<file path="src/rtl/mult_wb_pkg.sv">
// Shared constants and state encoding for the multiplier bus initiator.
// MULT_WB_READBACK_EN adds the operand readback states.
package mult_wb_pkg;

    localparam logic [7:0]  A_OFF    = 8'h00;
    localparam logic [7:0]  B_OFF    = 8'h04;
    localparam logic [7:0]  P_OFF    = 8'h08;
    localparam logic [31:0] ERR_DATA = 32'hDEAD_BEEF;

    typedef enum logic [3:0] {
        IDLE,
        WR_A,
        GAP1,
        WR_B,
        GAP2,
`ifdef MULT_WB_READBACK_EN
        RD_A,
        GAP3,
        RD_B,
        GAP4,
`endif
        RD_P,
        RESP
    } state_e;

endpackage

</file>
<file path="src/rtl/mult_wb_xfer.sv">
// Single Wishbone classic transfer engine with an optional ack timeout.
// Bus outputs are registered and cleared as soon as the transfer ends.
module mult_wb_xfer #(
    parameter int TIMEOUT_CYC = 16,
    parameter int TO_W        = 8
) (
    input  logic        wb_clk_i,
    input  logic        wb_rst_ni,
    input  logic        start,
    input  logic        we,
    input  logic [31:0] adr,
    input  logic [31:0] wdata,
    output logic        done,
    output logic        timeout,
    output logic [31:0] rdata,
    output logic        wbm_cyc_o,
    output logic        wbm_stb_o,
    output logic        wbm_we_o,
    output logic [3:0]  wbm_sel_o,
    output logic [31:0] wbm_adr_o,
    output logic [31:0] wbm_dat_o,
    input  logic [31:0] wbm_dat_i,
    input  logic        wbm_ack_i
);

    localparam logic [TO_W-1:0] TO_LAST = TO_W'(TIMEOUT_CYC - 1);

    logic [TO_W-1:0] cnt;
    logic            expired;

    // cnt holds the number of ack-less cycles already spent in this transfer
    assign expired = (TIMEOUT_CYC != 0) && (cnt == TO_LAST);
    assign done    = wbm_cyc_o & wbm_ack_i;
    assign timeout = wbm_cyc_o & ~wbm_ack_i & expired;
    assign rdata   = wbm_dat_i;

    always_ff @(posedge wb_clk_i or negedge wb_rst_ni) begin
        if (!wb_rst_ni) begin
            wbm_cyc_o <= 1'b0;
            wbm_stb_o <= 1'b0;
            wbm_we_o  <= 1'b0;
            wbm_sel_o <= 4'h0;
            wbm_adr_o <= '0;
            wbm_dat_o <= '0;
            cnt       <= '0;
        end else if (start) begin
            wbm_cyc_o <= 1'b1;
            wbm_stb_o <= 1'b1;
            wbm_we_o  <= we;
            wbm_sel_o <= 4'hF;
            wbm_adr_o <= adr;
            wbm_dat_o <= wdata;
            cnt       <= '0;
        end else if (done || timeout) begin
            wbm_cyc_o <= 1'b0;
            wbm_stb_o <= 1'b0;
            wbm_we_o  <= 1'b0;
            wbm_sel_o <= 4'h0;
            wbm_adr_o <= '0;
            wbm_dat_o <= '0;
            cnt       <= '0;
        end else if (wbm_cyc_o) begin
            cnt <= cnt + 1'b1;
        end
    end

endmodule

</file>
<file path="src/rtl/mult_wb_initiator.sv">
// Host-side sequencer: write A, write B, read P from the multiplier block.
// MULT_WB_READBACK_EN verifies A and B by readback before reading P.
module mult_wb_initiator
    import mult_wb_pkg::*;
#(
    parameter logic [31:0] BASE_ADR    = 32'h3000_0000,
    parameter int          TIMEOUT_CYC = 16,
    parameter int          TO_W        = 8
) (
    input  logic        wb_clk_i,
    input  logic        wb_rst_ni,
    input  logic        cmd_valid_i,
    output logic        cmd_ready_o,
    input  logic [15:0] cmd_a_i,
    input  logic [15:0] cmd_b_i,
    output logic        rsp_valid_o,
    input  logic        rsp_ready_i,
    output logic [31:0] rsp_p_o,
    output logic        rsp_err_o,
    output logic        wbm_cyc_o,
    output logic        wbm_stb_o,
    output logic        wbm_we_o,
    output logic [3:0]  wbm_sel_o,
    output logic [31:0] wbm_adr_o,
    output logic [31:0] wbm_dat_o,
    input  logic [31:0] wbm_dat_i,
    input  logic        wbm_ack_i
);

    state_e      state;
    logic [15:0] a_q;
    logic [15:0] b_q;
    logic        x_start;
    logic        x_we;
    logic [31:0] x_adr;
    logic [31:0] x_wdata;
    logic        x_done;
    logic        x_to;
    logic [31:0] x_rdata;
    logic        abort;

    function automatic logic [31:0] reg_adr(input logic [7:0] off);
        return BASE_ADR + {24'h0, off};
    endfunction

    // The next transfer is launched from the state before it, so the
    // registered bus outputs line up with the bus state itself.
    always_comb begin
        x_start = 1'b0;
        x_we    = 1'b0;
        x_adr   = BASE_ADR;
        x_wdata = '0;
        case (state)
            IDLE: begin
                x_start = cmd_valid_i & cmd_ready_o;
                x_we    = 1'b1;
                x_adr   = reg_adr(A_OFF);
                x_wdata = {16'h0, cmd_a_i};
            end
            GAP1: begin
                x_start = 1'b1;
                x_we    = 1'b1;
                x_adr   = reg_adr(B_OFF);
                x_wdata = {16'h0, b_q};
            end
`ifdef MULT_WB_READBACK_EN
            GAP2: begin
                x_start = 1'b1;
                x_adr   = reg_adr(A_OFF);
            end
            GAP3: begin
                x_start = 1'b1;
                x_adr   = reg_adr(B_OFF);
            end
            GAP4: begin
                x_start = 1'b1;
                x_adr   = reg_adr(P_OFF);
            end
`else
            GAP2: begin
                x_start = 1'b1;
                x_adr   = reg_adr(P_OFF);
            end
`endif
            default: ;
        endcase
    end

    always_comb begin
        abort = x_to;
`ifdef MULT_WB_READBACK_EN
        if (x_done && state == RD_A && x_rdata[15:0] != a_q)
            abort = 1'b1;
        if (x_done && state == RD_B && x_rdata[15:0] != b_q)
            abort = 1'b1;
`endif
    end

    always_ff @(posedge wb_clk_i or negedge wb_rst_ni) begin
        if (!wb_rst_ni) begin
            state       <= IDLE;
            a_q         <= '0;
            b_q         <= '0;
            cmd_ready_o <= 1'b1;
            rsp_valid_o <= 1'b0;
            rsp_p_o     <= '0;
            rsp_err_o   <= 1'b0;
        end else if (abort) begin
            state       <= RESP;
            rsp_valid_o <= 1'b1;
            rsp_err_o   <= 1'b1;
            rsp_p_o     <= ERR_DATA;
        end else begin
            case (state)
                IDLE: if (cmd_valid_i && cmd_ready_o) begin
                    a_q         <= cmd_a_i;
                    b_q         <= cmd_b_i;
                    cmd_ready_o <= 1'b0;
                    state       <= WR_A;
                end
                WR_A: if (x_done) state <= GAP1;
                GAP1: state <= WR_B;
                WR_B: if (x_done) state <= GAP2;
`ifdef MULT_WB_READBACK_EN
                GAP2: state <= RD_A;
                RD_A: if (x_done) state <= GAP3;
                GAP3: state <= RD_B;
                RD_B: if (x_done) state <= GAP4;
                GAP4: state <= RD_P;
`else
                GAP2: state <= RD_P;
`endif
                RD_P: if (x_done) begin
                    rsp_p_o     <= x_rdata;
                    rsp_err_o   <= 1'b0;
                    rsp_valid_o <= 1'b1;
                    state       <= RESP;
                end
                RESP: if (rsp_ready_i) begin
                    rsp_valid_o <= 1'b0;
                    cmd_ready_o <= 1'b1;
                    state       <= IDLE;
                end
                default: state <= IDLE;
            endcase
        end
    end

    mult_wb_xfer #(
        .TIMEOUT_CYC (TIMEOUT_CYC),
        .TO_W        (TO_W)
    ) u_xfer (
        .wb_clk_i  (wb_clk_i),
        .wb_rst_ni (wb_rst_ni),
        .start     (x_start),
        .we        (x_we),
        .adr       (x_adr),
        .wdata     (x_wdata),
        .done      (x_done),
        .timeout   (x_to),
        .rdata     (x_rdata),
        .wbm_cyc_o (wbm_cyc_o),
        .wbm_stb_o (wbm_stb_o),
        .wbm_we_o  (wbm_we_o),
        .wbm_sel_o (wbm_sel_o),
        .wbm_adr_o (wbm_adr_o),
        .wbm_dat_o (wbm_dat_o),
        .wbm_dat_i (wbm_dat_i),
        .wbm_ack_i (wbm_ack_i)
    );

endmodule

</file>
<file path="config.mk">
export PLATFORM = sky130hd
export DESIGN_NAME = mult_wb_initiator
export DESIGN_NICKNAME = d
export VERILOG_FILES = /design/src/rtl/mult_wb_pkg.sv /design/src/rtl/mult_wb_xfer.sv /design/src/rtl/mult_wb_initiator.sv
export SDC_FILE = /design/constraint.sdc
export NUM_CORES = 1
export LEC_CHECK = 0
export ABC_AREA = 1
export CAP_MARGIN = 30
export CELL_PAD_IN_SITES_DETAIL_PLACEMENT = 1
export CELL_PAD_IN_SITES_GLOBAL_PLACEMENT = 1
export CORE_MARGIN = 3
export CORE_UTILIZATION = 33
export CTS_BUF_LIST = sky130_fd_sc_hd__clkbuf_4 sky130_fd_sc_hd__clkbuf_8
export CTS_CLUSTER_DIAMETER = 80
export DETAILED_ROUTE_END_ITERATION = 10
export PLACE_DENSITY = 0.95
export SKIP_CTS_REPAIR_TIMING = 1
export SLEW_MARGIN = 20
export SYNTH_ARGS = -nofsm -noshare
export SYNTH_HDL_FRONTEND = slang
export SYNTH_SLANG_ARGS = --single-unit
</file>
<file path="constraint.sdc">
create_clock -name wb_clk_i -period 4.62 [get_ports wb_clk_i]
set_input_delay 0.924 -clock wb_clk_i [delete_from_list [all_inputs] [get_ports wb_clk_i]]
set_output_delay 0.924 -clock wb_clk_i [all_outputs]
set_load 0.05 [all_outputs]
</file>
==> flow_summary.toml <==
[run_status]
status = "completed"

[floorplanning]
dieArea_mm2 = 0.0137
pin_count = 175
die_w_um = 117
start_util_pct = 34.7
row_count = 39
die_y_um = 117
core_area_mm2 = 0.0117

[clock_tree]
max-clock-path-buffers = 2
cts_tree = "done"
cts_buffers = 9
h-tree-depth = 3
cts.sinks = 82
clk_pin_slew_worst_paths_ns = 0.09
clockRootBuffer = "clkbuf_8"
worstSkewPairLatency_ns = 0.35

[setup_path]
worst_ep_required_time_ns = 4.84
path_max_fanout = 34
start_kind = "primary input"
crit_arrival_ns = 3.06
cp-end-kind = "flop"
crit_type = "in -> reg"

[timing]
period_share_pct = 61.5
hold_viol = 0
fin_crit_ns = 2.84
tightest_slew_ns = 0.807
finalSetupTns_ns = 0
slew_headroom_pct = 46.1
finalSetupViolCount = 0
fmax_mhz = 352
fin_skew_ns = 0.0150
rsz0062_at_grt = "false"
slew_violations = 0

[hold_path]
min_path_type = "reg -> reg"

[final_layout]
layout-drive-gt1-share_pct = 6.43
nNetsFinal = 672
area_delta_synth_final_pct = 35.6
final_core_util_pct = 47.0
antenna_cells = 0

[route]
route.detailed.drc = 0
wl_per_cell_um = 15.8
top_layer = "met4"
drt_iter0_drc = 228
routed-wl-met3_um = 853
postRouteAntennaNets = 0
drt-pass1-iter-count = 4
via_per_inst = 4.77
drt_wl_total_mm = 11.8
wl_met2_mm = 5.90
met1_length_mm = 4.83
num_vias = 3578

[synthesis]
ys_ff_latch = 82
synth_warnings = 0
synthCells = 485
ys.flop_type = "dfrtp_1"
synth_area_mm2 = 0.00406
synth-edff-count = 0
async_reset_ff_share_pct = 100
synth_cell_type_count = 26
avgSynthCellArea_um2 = 8.38
ys_seq_area_share_pct = 50.5

[power_and_ir_drop]
power.total_mw = 4.10
ir_drop_uv = 308
p_leak_nw = 2.79
powerDensity_mw_per_mm2 = 744

[placed_design]
place_hpwl_mm = 8.87
io_buffers = 130
place.gp.congestion = 0.763

[flow_run]
drv_cap = 0

[grt]
grt.total_usage_pct = 18.0
grt_max_degree = 56
first_global_vias = 3907
grt_pass1_wl_mm = 19.3
grt_overflow = 0
antenna_found_initial = 0
==> final timing paths <==
kind	startpoint	end	slack [ns]	depth (start not counted)
max in group asynchronous	wb_rst_ni	cmd_ready_o	3.49	2
hold / removal	rsp_p_o[16]	rsp_p_o[16]	0.48	2
setup reg to reg	u_xfer.cnt[1]	rsp_p_o[31]	2.13	8
setup / recovery	wbm_ack_i	rsp_p_o[31]	1.78	7
hold reg to reg	rsp_p_o[16]	rsp_p_o[16]	0.48	2
min in group asynchronous	wb_rst_ni	u_xfer.cnt[4]	0.49	1
==> report_power, final <==
part	total [mW]	internal (mW)	leakage [nW]	switching [mW]
logic	2.22	0.684	1.59	1.54
clock network	0.637	0.367	0.117	0.269
registers	1.24	1.02	1.09	0.223
==> routing by layer <==
layer  track usage [%]  vias to the layer above
li1                  -                     1680
met1              22.4                     1728
met2              30.9                      149
met3              4.47                       21
met4              5.28                        0
met5                 0                        -
==> critical path: stages <==
cell and delay, ns:
clkdlybuf4s50_1 0.48, nor2_1 0.16, nand3_2 0.35, o21ai_2 0.45, inv_2 0.45, nand2_1 0.17
nand2_1 0.07
==> cells in the final DEF (no fill, tap or decap), types with 3 or more instances in the layout <==
cell type | netlist | layout
buf_4 | 53 | 3
clkdlybuf4s50_1 | 0 | 129
clkbuf_8 | 0 | 9
nor2_2 | 3 | 3
inv_1 | 16 | 16
nor2_1 | 18 | 18
bufinv_16 | 0 | 3
dfrtp_1 | 81 | 81
a22o_1 | 16 | 16
conb_1 | 1 | 44
nand3_1 | 41 | 41
nand2_1 | 183 | 183
a21oi_1 | 7 | 7
inv_2 | 4 | 4
o21ai_0 | 28 | 28
==> kinds of logic (layout without fill, tap and decap cells) <==
family | count (synthesis) | after routing | share of synthesized area [%]
AOI/OAI and AO/OA | 54 | 54 | 8.37
adders and majority gates | 1 | 1 | 0.308
buffers and inverters | 91 | 170 | 14.0
DFF | 82 | 82 | 50.5
other | 1 | 44 | 0.0923
and+or+nand+nor | 256 | 256 | 26.7
==> cell type report <==
| cell class | count | area (µm²) |
|---|---|---|
| Tap cell | 143 | 179 |
| Sequential cell | 82 | 2050 |
| Clock buffer | 10 | 131 |
| Multi-Input combinational cell | 355 | 1600 |
| Fill cell | 1392 | 6200 |
| Clock inverter | 6 | 114 |
| Timing Repair Buffer | 134 | 1350 |
| Inverter | 20 | 75.1 |
==> stage by stage <==
| step | instances | instance area [µm²] | setup slack (ns) | hold slack, ns |
|---|---|---|---|---|
| after floorplan | 528 | 4230 | 2.61 | 0.443 |
| after global placement | 732 | 5230 | 1.22 | 0.458 |
| after detailed placement | 734 | 5260 | 1.35 | 0.461 |
| after CTS | 750 | 5510 | 1.72 | 0.484 |
| after global routing | 750 | 5510 | 1.46 | 0.499 |
| final | 750 | 5510 | 1.78 | 0.479 |
==> registers in the layout, indices dropped and copies added (netlist names) <==
register and count:
cmd_ready_o 1, u_xfer.wbm_we_o 1, u_xfer.wbm_dat_o 16, rsp_valid_o 1, u_xfer.cnt 8, u_xfer.wbm_sel_o 1, b_q 16, rsp_err_o 1
rsp_p_o 32, state 3, u_xfer.wbm_adr_o 2
==> synthesized netlist by cell type (2+ instances only) <==
cell / instances / area share [%]
nand2_1: 183 / 17
dfrtp_1: 81 / 50
buf_4: 53 / 9.8
nand3_1: 41 / 5.0
o21ai_0: 28 / 3.4
nor2_1: 18 / 1.7
a22o_1: 16 / 3.4
inv_1: 16 / 1.5
buf_2: 10 / 1.2
a21oi_1: 7 / 0.86
clkbuf_1: 6 / 0.55
inv_2: 4 / 0.37
nor2_2: 3 / 0.46
buf_6: 2 / 0.55
nand2_4: 2 / 0.55
nand3_2: 2 / 0.49
nor2_4: 2 / 0.55
nor3_1: 2 / 0.25
o21ai_2: 2 / 0.43
Power figures use the tool's default switching activity.
